## src/rtl/line_buffer_13rows_pkg.sv

```systemverilog
// Shared constants and helpers for the 13-row line buffer.
package line_buffer_13rows_pkg;

    localparam int PIX_W    = 8;
    localparam int WIN_ROWS = 13;
    localparam int LINES    = WIN_ROWS - 1;

    typedef logic [PIX_W-1:0] pix_t;

    // Counter width for a modulo-n counter; never narrower than one bit.
    function automatic int cnt_width(input int n);
        return (n > 1) ? $clog2(n) : 1;
    endfunction

endpackage

```

## src/rtl/line_buffer_13rows_if.sv

```systemverilog
// Pixel stream in, 13 column taps plus valid/frame-end flags out.
interface line_buffer_13rows_if;
    import line_buffer_13rows_pkg::*;

    logic done_i;
    pix_t data_i;
    pix_t S1_o;
    pix_t S2_o;
    pix_t S3_o;
    pix_t S4_o;
    pix_t S5_o;
    pix_t S6_o;
    pix_t S7_o;
    pix_t S8_o;
    pix_t S9_o;
    pix_t S10_o;
    pix_t S11_o;
    pix_t S12_o;
    pix_t S13_o;
    logic done_o;
    logic progress_done_o;

    modport master (
        output done_i, data_i,
        input  S1_o, S2_o, S3_o, S4_o, S5_o, S6_o, S7_o,
        input  S8_o, S9_o, S10_o, S11_o, S12_o, S13_o,
        input  done_o, progress_done_o
    );

    modport slave (
        input  done_i, data_i,
        output S1_o, S2_o, S3_o, S4_o, S5_o, S6_o, S7_o,
        output S8_o, S9_o, S10_o, S11_o, S12_o, S13_o,
        output done_o, progress_done_o
    );

endinterface

```

## src/rtl/line_buffer_13rows_line_fifo.sv

```systemverilog
// One row of pixel history: combinational read of the old word, write on the
// same edge, so chained instances shift a column down by one row per accept.
module line_buffer_13rows_line_fifo
    import line_buffer_13rows_pkg::*;
#(
    parameter int COLS = 15,
    parameter int AW   = cnt_width(COLS)
) (
    input  logic          clk,
    input  logic          we,
    input  logic [AW-1:0] addr,
    input  pix_t          din,
    output pix_t          dout
);

    pix_t mem [COLS];

    assign dout = mem[addr];

    always_ff @(posedge clk) begin
        if (we) begin
            mem[addr] <= din;
        end
    end

endmodule

```

## src/rtl/line_buffer_13rows.sv

```systemverilog
// Raster pixel stream to 13 column-aligned row taps (current row and 12 back),
// with frame position tracking to qualify the taps.
module line_buffer_13rows
    import line_buffer_13rows_pkg::*;
#(
    parameter int COLS = 15,
    parameter int ROWS = 15
) (
    input  logic                 clk,
    input  logic                 rst,
    line_buffer_13rows_if.slave  bus
);

    localparam int CW = cnt_width(COLS);
    localparam int RW = cnt_width(ROWS);

    localparam logic [CW-1:0] COL_LAST     = CW'(COLS - 1);
    localparam logic [RW-1:0] ROW_LAST     = RW'(ROWS - 1);
    localparam logic [RW-1:0] ROW_FULL_WIN = RW'(WIN_ROWS - 1);

    logic [CW-1:0] col_cnt;
    logic [CW-1:0] col_nxt;
    logic [RW-1:0] row_cnt;
    logic [RW-1:0] row_nxt;
    logic          col_wrap;
    logic          frame_end;

    pix_t line_rd [LINES];
    pix_t line_wr [LINES];

    pix_t taps_p1 [WIN_ROWS];
    logic vld_p1;
    logic prog_p1;

    always_comb begin
        col_wrap  = (col_cnt == COL_LAST);
        frame_end = col_wrap && (row_cnt == ROW_LAST);
        col_nxt   = col_wrap ? '0 : col_cnt + CW'(1);
        row_nxt   = row_cnt;
        if (frame_end) begin
            row_nxt = '0;
        end else if (col_wrap) begin
            row_nxt = row_cnt + RW'(1);
        end
    end

    // Line 1 takes the incoming pixel; each deeper line takes the word its
    // predecessor is about to overwrite.
    assign line_wr[0] = bus.data_i;

    for (genvar j = 1; j < LINES; j++) begin : g_cascade
        assign line_wr[j] = line_rd[j-1];
    end

    for (genvar j = 0; j < LINES; j++) begin : g_line
        line_buffer_13rows_line_fifo #(
            .COLS (COLS),
            .AW   (CW)
        ) u_line (
            .clk  (clk),
            .we   (bus.done_i),
            .addr (col_cnt),
            .din  (line_wr[j]),
            .dout (line_rd[j])
        );
    end

    // ---- stage p1: registered taps and flags, aligned one cycle after accept
    always_ff @(posedge clk or posedge rst) begin
        if (rst) begin
            col_cnt <= '0;
            row_cnt <= '0;
            vld_p1  <= 1'b0;
            prog_p1 <= 1'b0;
            for (int k = 0; k < WIN_ROWS; k++) begin
                taps_p1[k] <= '0;
            end
        end else begin
            vld_p1  <= bus.done_i && (row_cnt >= ROW_FULL_WIN);
            prog_p1 <= bus.done_i && frame_end;
            if (bus.done_i) begin
                col_cnt <= col_nxt;
                row_cnt <= row_nxt;
                taps_p1[WIN_ROWS-1] <= bus.data_i;
                // Deepest line lands on the oldest tap.
                for (int k = 0; k < LINES; k++) begin
                    taps_p1[k] <= line_rd[LINES-1-k];
                end
            end
        end
    end

    assign bus.S1_o  = taps_p1[0];
    assign bus.S2_o  = taps_p1[1];
    assign bus.S3_o  = taps_p1[2];
    assign bus.S4_o  = taps_p1[3];
    assign bus.S5_o  = taps_p1[4];
    assign bus.S6_o  = taps_p1[5];
    assign bus.S7_o  = taps_p1[6];
    assign bus.S8_o  = taps_p1[7];
    assign bus.S9_o  = taps_p1[8];
    assign bus.S10_o = taps_p1[9];
    assign bus.S11_o = taps_p1[10];
    assign bus.S12_o = taps_p1[11];
    assign bus.S13_o = taps_p1[12];

    assign bus.done_o          = vld_p1;
    assign bus.progress_done_o = prog_p1;

endmodule

```

## src/flat_wrapper.sv

```systemverilog
// flat-port wrapper written by rule: the top's interface ports become plain ports
module line_buffer_13rows_flat import line_buffer_13rows_pkg::*;
#(
    parameter int COLS = 15,
    parameter int ROWS = 15
)
  (clk, rst, bus_done_i, bus_data_i, bus_S1_o, bus_S2_o, bus_S3_o, bus_S4_o, bus_S5_o, bus_S6_o, bus_S7_o, bus_S8_o, bus_S9_o, bus_S10_o, bus_S11_o, bus_S12_o, bus_S13_o, bus_done_o, bus_progress_done_o);
  line_buffer_13rows_if bus_i ();
  input  logic clk;
  input  logic rst;
  input wire logic [$bits(bus_i.done_i)-1:0] bus_done_i;
  input wire logic [$bits(bus_i.data_i)-1:0] bus_data_i;
  output wire logic [$bits(bus_i.S1_o)-1:0] bus_S1_o;
  output wire logic [$bits(bus_i.S2_o)-1:0] bus_S2_o;
  output wire logic [$bits(bus_i.S3_o)-1:0] bus_S3_o;
  output wire logic [$bits(bus_i.S4_o)-1:0] bus_S4_o;
  output wire logic [$bits(bus_i.S5_o)-1:0] bus_S5_o;
  output wire logic [$bits(bus_i.S6_o)-1:0] bus_S6_o;
  output wire logic [$bits(bus_i.S7_o)-1:0] bus_S7_o;
  output wire logic [$bits(bus_i.S8_o)-1:0] bus_S8_o;
  output wire logic [$bits(bus_i.S9_o)-1:0] bus_S9_o;
  output wire logic [$bits(bus_i.S10_o)-1:0] bus_S10_o;
  output wire logic [$bits(bus_i.S11_o)-1:0] bus_S11_o;
  output wire logic [$bits(bus_i.S12_o)-1:0] bus_S12_o;
  output wire logic [$bits(bus_i.S13_o)-1:0] bus_S13_o;
  output wire logic [$bits(bus_i.done_o)-1:0] bus_done_o;
  output wire logic [$bits(bus_i.progress_done_o)-1:0] bus_progress_done_o;
  assign bus_i.done_i = bus_done_i;
  assign bus_i.data_i = bus_data_i;
  assign bus_S1_o = bus_i.S1_o;
  assign bus_S2_o = bus_i.S2_o;
  assign bus_S3_o = bus_i.S3_o;
  assign bus_S4_o = bus_i.S4_o;
  assign bus_S5_o = bus_i.S5_o;
  assign bus_S6_o = bus_i.S6_o;
  assign bus_S7_o = bus_i.S7_o;
  assign bus_S8_o = bus_i.S8_o;
  assign bus_S9_o = bus_i.S9_o;
  assign bus_S10_o = bus_i.S10_o;
  assign bus_S11_o = bus_i.S11_o;
  assign bus_S12_o = bus_i.S12_o;
  assign bus_S13_o = bus_i.S13_o;
  assign bus_done_o = bus_i.done_o;
  assign bus_progress_done_o = bus_i.progress_done_o;
  line_buffer_13rows #(.COLS(COLS), .ROWS(ROWS)) u_core (.clk(clk), .rst(rst), .bus(bus_i));
endmodule
```

## config.mk

```make
export PLATFORM = sky130hd
export DESIGN_NAME = line_buffer_13rows_flat
export DESIGN_NICKNAME = d
export VERILOG_FILES = /design/src/rtl/line_buffer_13rows_pkg.sv /design/src/rtl/line_buffer_13rows_if.sv /design/src/rtl/line_buffer_13rows_line_fifo.sv /design/src/rtl/line_buffer_13rows.sv /design/src/flat_wrapper.sv
export SDC_FILE = /design/constraint.sdc
export NUM_CORES = 1
export LEC_CHECK = 0
export BUFFER_PORTS_ARGS = -buffer_cell sky130_fd_sc_hd__buf_2
export CAP_MARGIN = 20
export CORE_UTILIZATION = 55
export DETAILED_ROUTE_END_ITERATION = 10
export PLACE_DENSITY = 0.71
export SETUP_SLACK_MARGIN = 0.5
export SLEW_MARGIN = 20
export SYNTH_ARGS = -nofsm -noshare
export SYNTH_HDL_FRONTEND = slang
export SYNTH_HIERARCHICAL = 1
export SYNTH_SLANG_ARGS = --single-unit
```

## constraint.sdc

```tcl
create_clock -name clk -period 4.35 [get_ports clk]
set_input_delay 0.2175 -clock clk [delete_from_list [all_inputs] [get_ports clk]]
set_output_delay 0.2175 -clock clk [all_outputs]
set_load 0.02 [all_outputs]
```

Word level (Yosys, flattened, before mapping)
Memories as Yosys holds them, arrays and structs flattened. A register that Yosys moved wholly into a read port is not among the register bits.
Index checks and enable logic that the tools add are counted.
W data, S select, Z words.

cells by class
  equality and inequality tests = 2
  multiplexer cells = 5
  reductions and logical operators = 5
  $add $sub $neg = 2
  $lt $le $gt $ge = 1

operators with widths
  operator               number
  $mux W4                3
  $add A4 B1 Y4 const B  2
  $eq A4 B4 Y1 const B   2
  $ge A4 B4 Y1 const B   1
  $logic_and A1 B1 Y1    3
  $mux W1                2
  $reduce_and A2 Y1      1
  $reduce_bool A2 Y1     1

storage, ports and cells
  bits of input ports = 11
  memory bits (writable) = 1440
  logic and storage cells = 43
  bits in registers = 106
  memories = 12
  output and inout bits = 106

memories
  memory                        depth  bits a word  rd ports  clocked after memory_dff  write ports  line                                text
  u_core.g_line[0].u_line.mem   15     8            1         0                         1            line_buffer_13rows_line_fifo.sv:16  pix_t mem [COLS];
  u_core.g_line[10].u_line.mem  15     8            1         0                         1            line_buffer_13rows_line_fifo.sv:16
  u_core.g_line[11].u_line.mem  15     8            1         1                         1            line_buffer_13rows_line_fifo.sv:16
  u_core.g_line[1].u_line.mem   15     8            1         0                         1            line_buffer_13rows_line_fifo.sv:16
  u_core.g_line[2].u_line.mem   15     8            1         0                         1            line_buffer_13rows_line_fifo.sv:16
  u_core.g_line[3].u_line.mem   15     8            1         0                         1            line_buffer_13rows_line_fifo.sv:16
  +6 memories                   n/a    n/a          n/a       n/a                       n/a          n/a

Logic depth before layout (Yosys ltp)
Gate-level depths: netlist of the first run.

  depth after elaboration = 4
  mapped depth = 7
  mapped depth without buffers = 5

Hierarchy
The synthesis of the first run kept the hierarchy.

by module, submodules not included
  module                        area each (µm²)  cells an instance  times used
  line_buffer_13rows_line_fifo  4653.2           222                12
  line_buffer_13rows            4354.2           269                1

Worst setup path before layout of the first run
No wires, ideal clock.

  path type = register -> register
  from = reg u_core.col_cnt[0]
  to = reg u_core.taps_p1, in the netlist u_core/bus.S10_o[0]
  path slack = 1197 ps
  clock period less this slack = 3153 ps
  arrival time = 3028 ps
  stages on the path, launching flop included = 6
  path buffers = 1
  data required time = 4225 ps
  cells stage by stage = dfrtp_1 buf_6 mux4_2 a22o_1 a221o_1 mux2_2

RTL lines
  element                          line                      text
  from (decl)                      line_buffer_13rows.sv:21  logic [CW-1:0] col_cnt;
  from (signal assigned)           line_buffer_13rows.sv:82  col_cnt <= col_nxt;
  to (signal, indexed assignment)  line_buffer_13rows.sv:84  taps_p1[WIN_ROWS-1] <= bus.data_i;
  to (signal, indexed assignment)  line_buffer_13rows.sv:87  taps_p1[k] <= line_rd[LINES-1-k];
  to (decl)                        line_buffer_13rows.sv:31  pix_t taps_p1 [WIN_ROWS];

Worst setup path in the final report of the first run
  from = reg u_core.col_cnt[3]
  to = mem u_core/g_line[11].u_line/mem[11][4] (netlist bit), enable pin

RTL lines
  element    line
  to (decl)  line_buffer_13rows_line_fifo.sv:16

No word-level cell before the write port.

==> impl_metrics.tcl, run 1 <==
set metrics [dict create \
    synth_top_area_share_pct 71.8 \
    required_ns 4.74 \
    drt-pass1-iter-count 6 \
    grt_antenna_before_repair 0 \
    drt_iter0_markers 2954 \
    p_leak_nw 22.4 \
    routedWlPerCell_um 26.3 \
    worst-setup-path-type "register to register" \
    worstRegToRegCells 3 \
    ant_nets 0 \
    fin_setup_tns_ns 0 \
    syn_nets 2946 \
    total_power_mw 50.5 \
    cp.arrival_ns 3.63 \
    layout-drive-gt1-share_pct 24.9 \
    worstSetupEndpointType "register" \
    synth_flop_cell "edfxtp_1" \
    cp.buffers_inverters 0 \
    gp_congestion 0.814 \
    die_y_um 333 \
    critPathTopFamily "simple AND/OR/NAND/NOR gates" \
    globalRouteMet2Util_pct 37.7 \
    crit_path_start "u_core/col_cnt[3]" \
    relSlewSlack_pct 21.3 \
    cts_inserted_buffers 153 \
    status "completed" \
    avgViaCountPerCell 6.19 \
    grt_max_degree 85 \
    cts.clk_slew.worst_paths_ns 0.06 \
    die_area_sq_um 111000 \
    drc 0 \
    slowest_delay_ns 1.09 \
    syn_area_sq_um 60200 \
    core-area_sq_um 108000 \
    insertion_delay_ns 0.76 \
    layout_min_cycle_time_ns 3.24 \
    drv_cap 0 \
    synth_common_cells "edfxtp_1, mux4_2, nor2_1" \
    ir_worst_vdd_mv 0.500 \
    hold_class "input pin to asynchronous set/reset pin" \
    seq_area_frac_synth_pct 76.6 \
    synth_largest_area_cell "edfxtp_1" \
    num-fill-cells 7195 \
    cts_tree "done" \
    setup_viol 0 \
    tightest_slew_ns 1.18 \
    fmax_mhz 308 \
    grt_pass1_vias 30200 \
    grt_pass1_wl_um 188000 \
    fin_crit_sh_pct 74.6 \
    clock_skew_ns 0.0267 \
    hold_viol 0 \
    vias 28900 \
    slew_violations 0 \
    finalWirelength_um 123000 \
    cellPowerDensity_nw_per_um2 747 \
    die_w_um 333 \
    yosysMostFrequentCell "edfxtp_1" \
    grt.overflow.total 0 \
    grt.met3_usage_pct 3.78 \
    start_util_pct 55.8 \
    cts_setup_buffers 0 \
    post-route-util_pct 62.8 \
    syn_inst 2933 \
    htreeDepth 4 \
    root_buffer "clkbuf_16" \
    critPathSlowestCell "dfrtp_4" \
    pin_count 117 \
    ys_seq_elements 1554 \
    synthToLayoutAreaGrowth_pct 12.4 \
    synth_area_leaders "edfxtp_1, mux4_2, dfrtp_1" \
    num_rows 120 \
    timing.hold.ws_ns 0.0638 \
    crit_path_start_kind "register" \
    cts.sink_count 1554 \
    reg2reg_slack_ns 1.11 \
    final_nets 3157 \
    ys_types 38 \
    grtUsageMet1_pct 30.6 \
    port_buffers 116 \
    r2r_start "u_core/col_cnt[3]" \
    gr-max-usage-layer "met2" \
    rsz0062_at_grt "false" \
    rr_endpoint "u_core/g_line[11].u_line/mem[11][4]" \
    cts_buffer_depth 3 \
    synth_edf_count 1440 \
    async_reset_ff_share_pct 7.34 \
    crit_fanout 78 \
    dp_hpwl_um 74600 \
    diodes 0 \
    grt_usage_pct 22.5 \
    ys_warn_count 6 \
    syn_avg_cell_area_sq_um 20.5 \
    cp_cell_sequence "nor2b_1 -> nand2_1 -> nor2_1" \
]
[power by group]
part,internal (mW),switching (mW),total (mW),leakage [nW]
clock network,7.73,5.35,13.1,2.41
registers,22.2,1.02,23.2,14.5
logic,4.73,9.51,14.2,5.54
total,34.7,15.9,50.5,22.4
[worst max path at each step]
stage                                          endpoint  cells after the start
finish              u_core/g_line[11].u_line/mem[11][4]                      3
CTS                 u_core/g_line[11].u_line/mem[11][0]                      3
global route        u_core/g_line[11].u_line/mem[11][6]                      3
detailed placement                   u_core/bus.S3_o[3]                      6
floorplan                           u_core/bus.S10_o[0]                      1
global placement                     u_core/bus.S3_o[3]                      6
[kinds of logic after synthesis]
logic type	share of synthesized area [%]
flops	76.6
compound gates	3.95
buf+inv	1.65
simple gates	3.19
mux	14.6
fa+ha+maj	0.0416
[cell type report]
class                   count  area (sq um)  share of cell area [%]
multi-input cells        1217         13200                    19.5
well taps                1403          1760                    2.59
flip-flops and latches   1554         46100                    68.2
clock buffers             224          4310                    6.37
inverters                   4          20.0                  0.0296
repair buffers            214          1560                    2.31
clock inverters            57           697                    1.03
[metal layers]
metal / share of wire [%] / vias up
met5: 0 / -
met4: 2.0 / 0
met3: 6.3 / 183
met2: 51 / 1080
met1: 40 / 15100
li1: - / 12500
[worst reg2reg max path, cell delays in order, from the launching register on]
cell,delay [ns]
dfrtp_4,1.09
nor2b_1,0.79
nand2_1,0.26
nor2_1,0.73
[what timing repair did]
action	in CTS	in global routing
gates resized for setup	0	0
hold buffers	9	0
hold endpoints to repair	173	0
[layout by cell type (no fill, tap or decap), types with 24 or more instances in the layout]
| cell type | n |
|---|---|
| mux2i_1 | 96 |
| mux4_1 | 36 |
| dfrtp_1 | 110 |
| clkbuf_1 | 56 |
| o21ai_0 | 100 |
| edfxtp_1 | 1440 |
| clkbuf_16 | 159 |
| nor2_1 | 143 |
| nand2_1 | 136 |
| nand2b_1 | 25 |
| buf_2 | 115 |
| mux4_2 | 252 |
| mux2_2 | 104 |
| nor2b_1 | 24 |
| a221o_1 | 96 |
| nor3_1 | 31 |
| buf_4 | 72 |
| a22o_1 | 96 |
[flip-flops by register name, indices dropped and copies added (netlist names)]
name	cells
u_core/g_line.u_line/mem	1440
u_core/bus.S10_o	8
u_core/bus.S11_o	8
u_core/bus.S12_o	8
u_core/bus.S13_o	8
u_core/bus.S1_o	8
u_core/bus.S2_o	8
u_core/bus.S3_o	8
u_core/bus.S4_o	8
u_core/bus.S5_o	8
u_core/bus.S6_o	8
u_core/bus.S7_o	8
u_core/bus.S8_o	8
u_core/bus.S9_o	8
u_core/col_cnt	4
u_core/row_cnt	4
u_core/bus.done_o	1
u_core/bus.progress_done_o	1
[through the flow]
step	cells	setup slack, ns	area, sq um
after floorplan	2933	1.12	60200
after global placement	4382	1.19	62500
after detailed placement	4383	1.11	62600
after CTS	4673	1.08	67700
after global routing	4673	0.892	67700
final	4673	1.11	67700
Power figures use the tool's default switching activity.
==> run 2, diff against run 1 <==
==> constraint.sdc (replaced) <==
create_clock -name clk -period 3.3 [get_ports clk]
set_input_delay 0.165 -clock clk [delete_from_list [all_inputs] [get_ports clk]]
set_output_delay 0.165 -clock clk [all_outputs]
set_load 0.02 [all_outputs]
==> impl_metrics.tcl, run 2 (synthesized netlist as in run 1, its figures left out) <==
set metrics [dict create \
    status "completed" \
    cp.buffers_inverters 4 \
    cts_tree "done" \
    top_register "u_core/g_line.u_line/mem" \
    slowest_delay_ns 0.52 \
    grtUsageMet1_pct 30.6 \
    multi_input_area_sq_um 13200 \
    grt_antenna_before_repair 0 \
    grt_pass1_wl_um 191000 \
    fin_crit_sh_pct 84.5 \
    crit_path_start_kind "register" \
    num-fill-cells 6943 \
    die_area_sq_um 111000 \
    diodes 0 \
    fin_ws_ns 0.511 \
    relSlewSlack_pct 35.3 \
    cp.depth 7 \
    cp_cell_sequence "buf_12 -> buf_16 -> buf_4 -> mux4_2 -> a22o_1 -> a221o_1 -> buf_4" \
    layout_common_cells "edfxtp_1, mux4_2, buf_4" \
    rsz0062_at_grt "true" \
    grt.met3_usage_pct 4.04 \
    cts.sink_count 1554 \
    num_rows 120 \
    pin_count 117 \
    r2r_start "u_core/col_cnt[0]" \
    critPathTopFamily "buffers and inverters" \
    required_ns 3.77 \
    fmax_mhz 359 \
    grt.overflow.total 0 \
    core-area_sq_um 108000 \
    drt-pass1-iter-count 6 \
    crit_fanout 28 \
    timing.hold.ws_ns 0.135 \
    setup_viol 0 \
    cp.arrival_ns 3.26 \
    vias 29900 \
    largest_register_ffs 1440 \
    grt_pass1_vias 30900 \
    regArea_sq_um 46100 \
    layout-drive-gt1-share_pct 30.9 \
    gp_congestion 0.813 \
    die_w_um 333 \
    switching_power_mw 21.4 \
    drc 0 \
    fin_setup_tns_ns 0 \
    hold_depth 2 \
    final_common_cell "edfxtp_1" \
    die_y_um 333 \
    dp_hpwl_um 79200 \
    hold_viol 0 \
    cts_inserted_buffers 154 \
    grt_usage_pct 23.1 \
    layout_min_cycle_time_ns 2.79 \
    insertion_delay_ns 0.74 \
    post-place-ws_ns 0.384 \
    crit_path_start "u_core/col_cnt[0]" \
    root_buffer "clkbuf_16" \
    p_leak_nw 23.6 \
    worstRegToRegCells 7 \
    seqPwrFrac_pct 44.1 \
    globalRouteMet2Util_pct 39.2 \
    routedWlPerCell_um 26.0 \
    cellPowerDensity_nw_per_um2 985 \
    hold_class "input pin to register" \
    switching_share_pct 31.3 \
    post-route-util_pct 64.5 \
    worst-setup-path-type "register to register" \
    tightest_slew_ns 0.967 \
    grt_max_degree 80 \
    slew_violations 0 \
    gr-max-usage-layer "met2" \
    clkPwrFrac_pct 25.4 \
    htreeDepth 4 \
    cts.clk_slew.worst_paths_ns 0.06 \
    worstSetupEndpointType "register" \
    synthToLayoutAreaGrowth_pct 15.5 \
    port_buffers 116 \
    clock_skew_ns 0.0246 \
    ant_nets 0 \
    drv_cap 0 \
    start_util_pct 55.8 \
    hp-start "bus_done_i" \
    critical_path.most_common_cell "buf_4" \
    combPwrFrac_pct 30.5 \
    cts_buffer_depth 3 \
    critPathSlowestCell "dfrtp_4" \
    finalWirelength_um 127000 \
    internal-power_mw 47.0 \
    ir_worst_vdd_mv 0.747 \
    drt_iter0_markers 3106 \
    final_nets 3352 \
    avgViaCountPerCell 6.14 \
]
run 2: cell count changes in the layout (fill, tap and decap cells not counted), sizes merged:
cell         change
buf            +192
clkinv          +35
clkbuf          -27
clkinvlp         -3
bufbuf           +1
bufinv           +1
dlygate4sd3      +1
inv              +1
run 2: timing repair:
action                                 CTS  global route
endpoints found under the hold margin  242             0
setup endpoints to repair              160           154
resized for setup                       48            34
hold buffers                            10             0
setup buffers                            5            17
gates cloned                             1             0
run 2: routing by layer:
layer | vias up | share of wire [%]
li1 | 12900 | -
met1 | 15600 | 39
met2 | 1137 | 51
met3 | 227 | 6.6
met4 | 0 | 2.6
met5 | - | 0
run 2: area by class of cell:
| cell class | instances | share of cell area (%) |
|---|---|---|
| flip-flops and latches | 1554 | 66.3 |
| multi-input cells | 1217 | 19.1 |
| clock buffers | 197 | 6.09 |
| repair buffers | 408 | 4.72 |
| well taps | 1403 | 2.53 |
| clock inverters | 91 | 1.24 |
| inverters | 4 | 0.0270 |
run 2: power groups by stage:
stage	clock network, mW	logic, mW	registers (mW)
6_report	17.4	20.9	30.1
5_1_grt	18.4	22.2	30.4
4_1_cts	17.7	20.4	30.2
3_5_place_dp	0	19.9	30.7
3_3_place_gp	0	19.1	30.5
2_1_floorplan	0	11.7	31.0
run 2: worst paths after layout:
path                            slack [ns]                                  to
worst max-delay path                  0.51  u_core/g_line[10].u_line/mem[0][2]
worst min-delay path                  0.13                  u_core/bus.S5_o[2]
worst max register to register        0.51  u_core/g_line[10].u_line/mem[0][2]
worst min register to register        0.50                  u_core/bus.S4_o[5]
max in group asynchronous             1.90                  u_core/bus.S1_o[5]
min in group asynchronous             0.60                  u_core/bus.S5_o[5]
run 2: metrics by stage:
stage / instances / power, mW / cell area, sq um
after floorplan: 2933 / 42.7 / 60200
after global placement: 4552 / 49.6 / 63800
after detailed placement: 4553 / 50.6 / 63800
after CTS: 4857 / 68.3 / 69200
after global routing: 4874 / 71.0 / 69500
final: 4874 / 68.4 / 69500
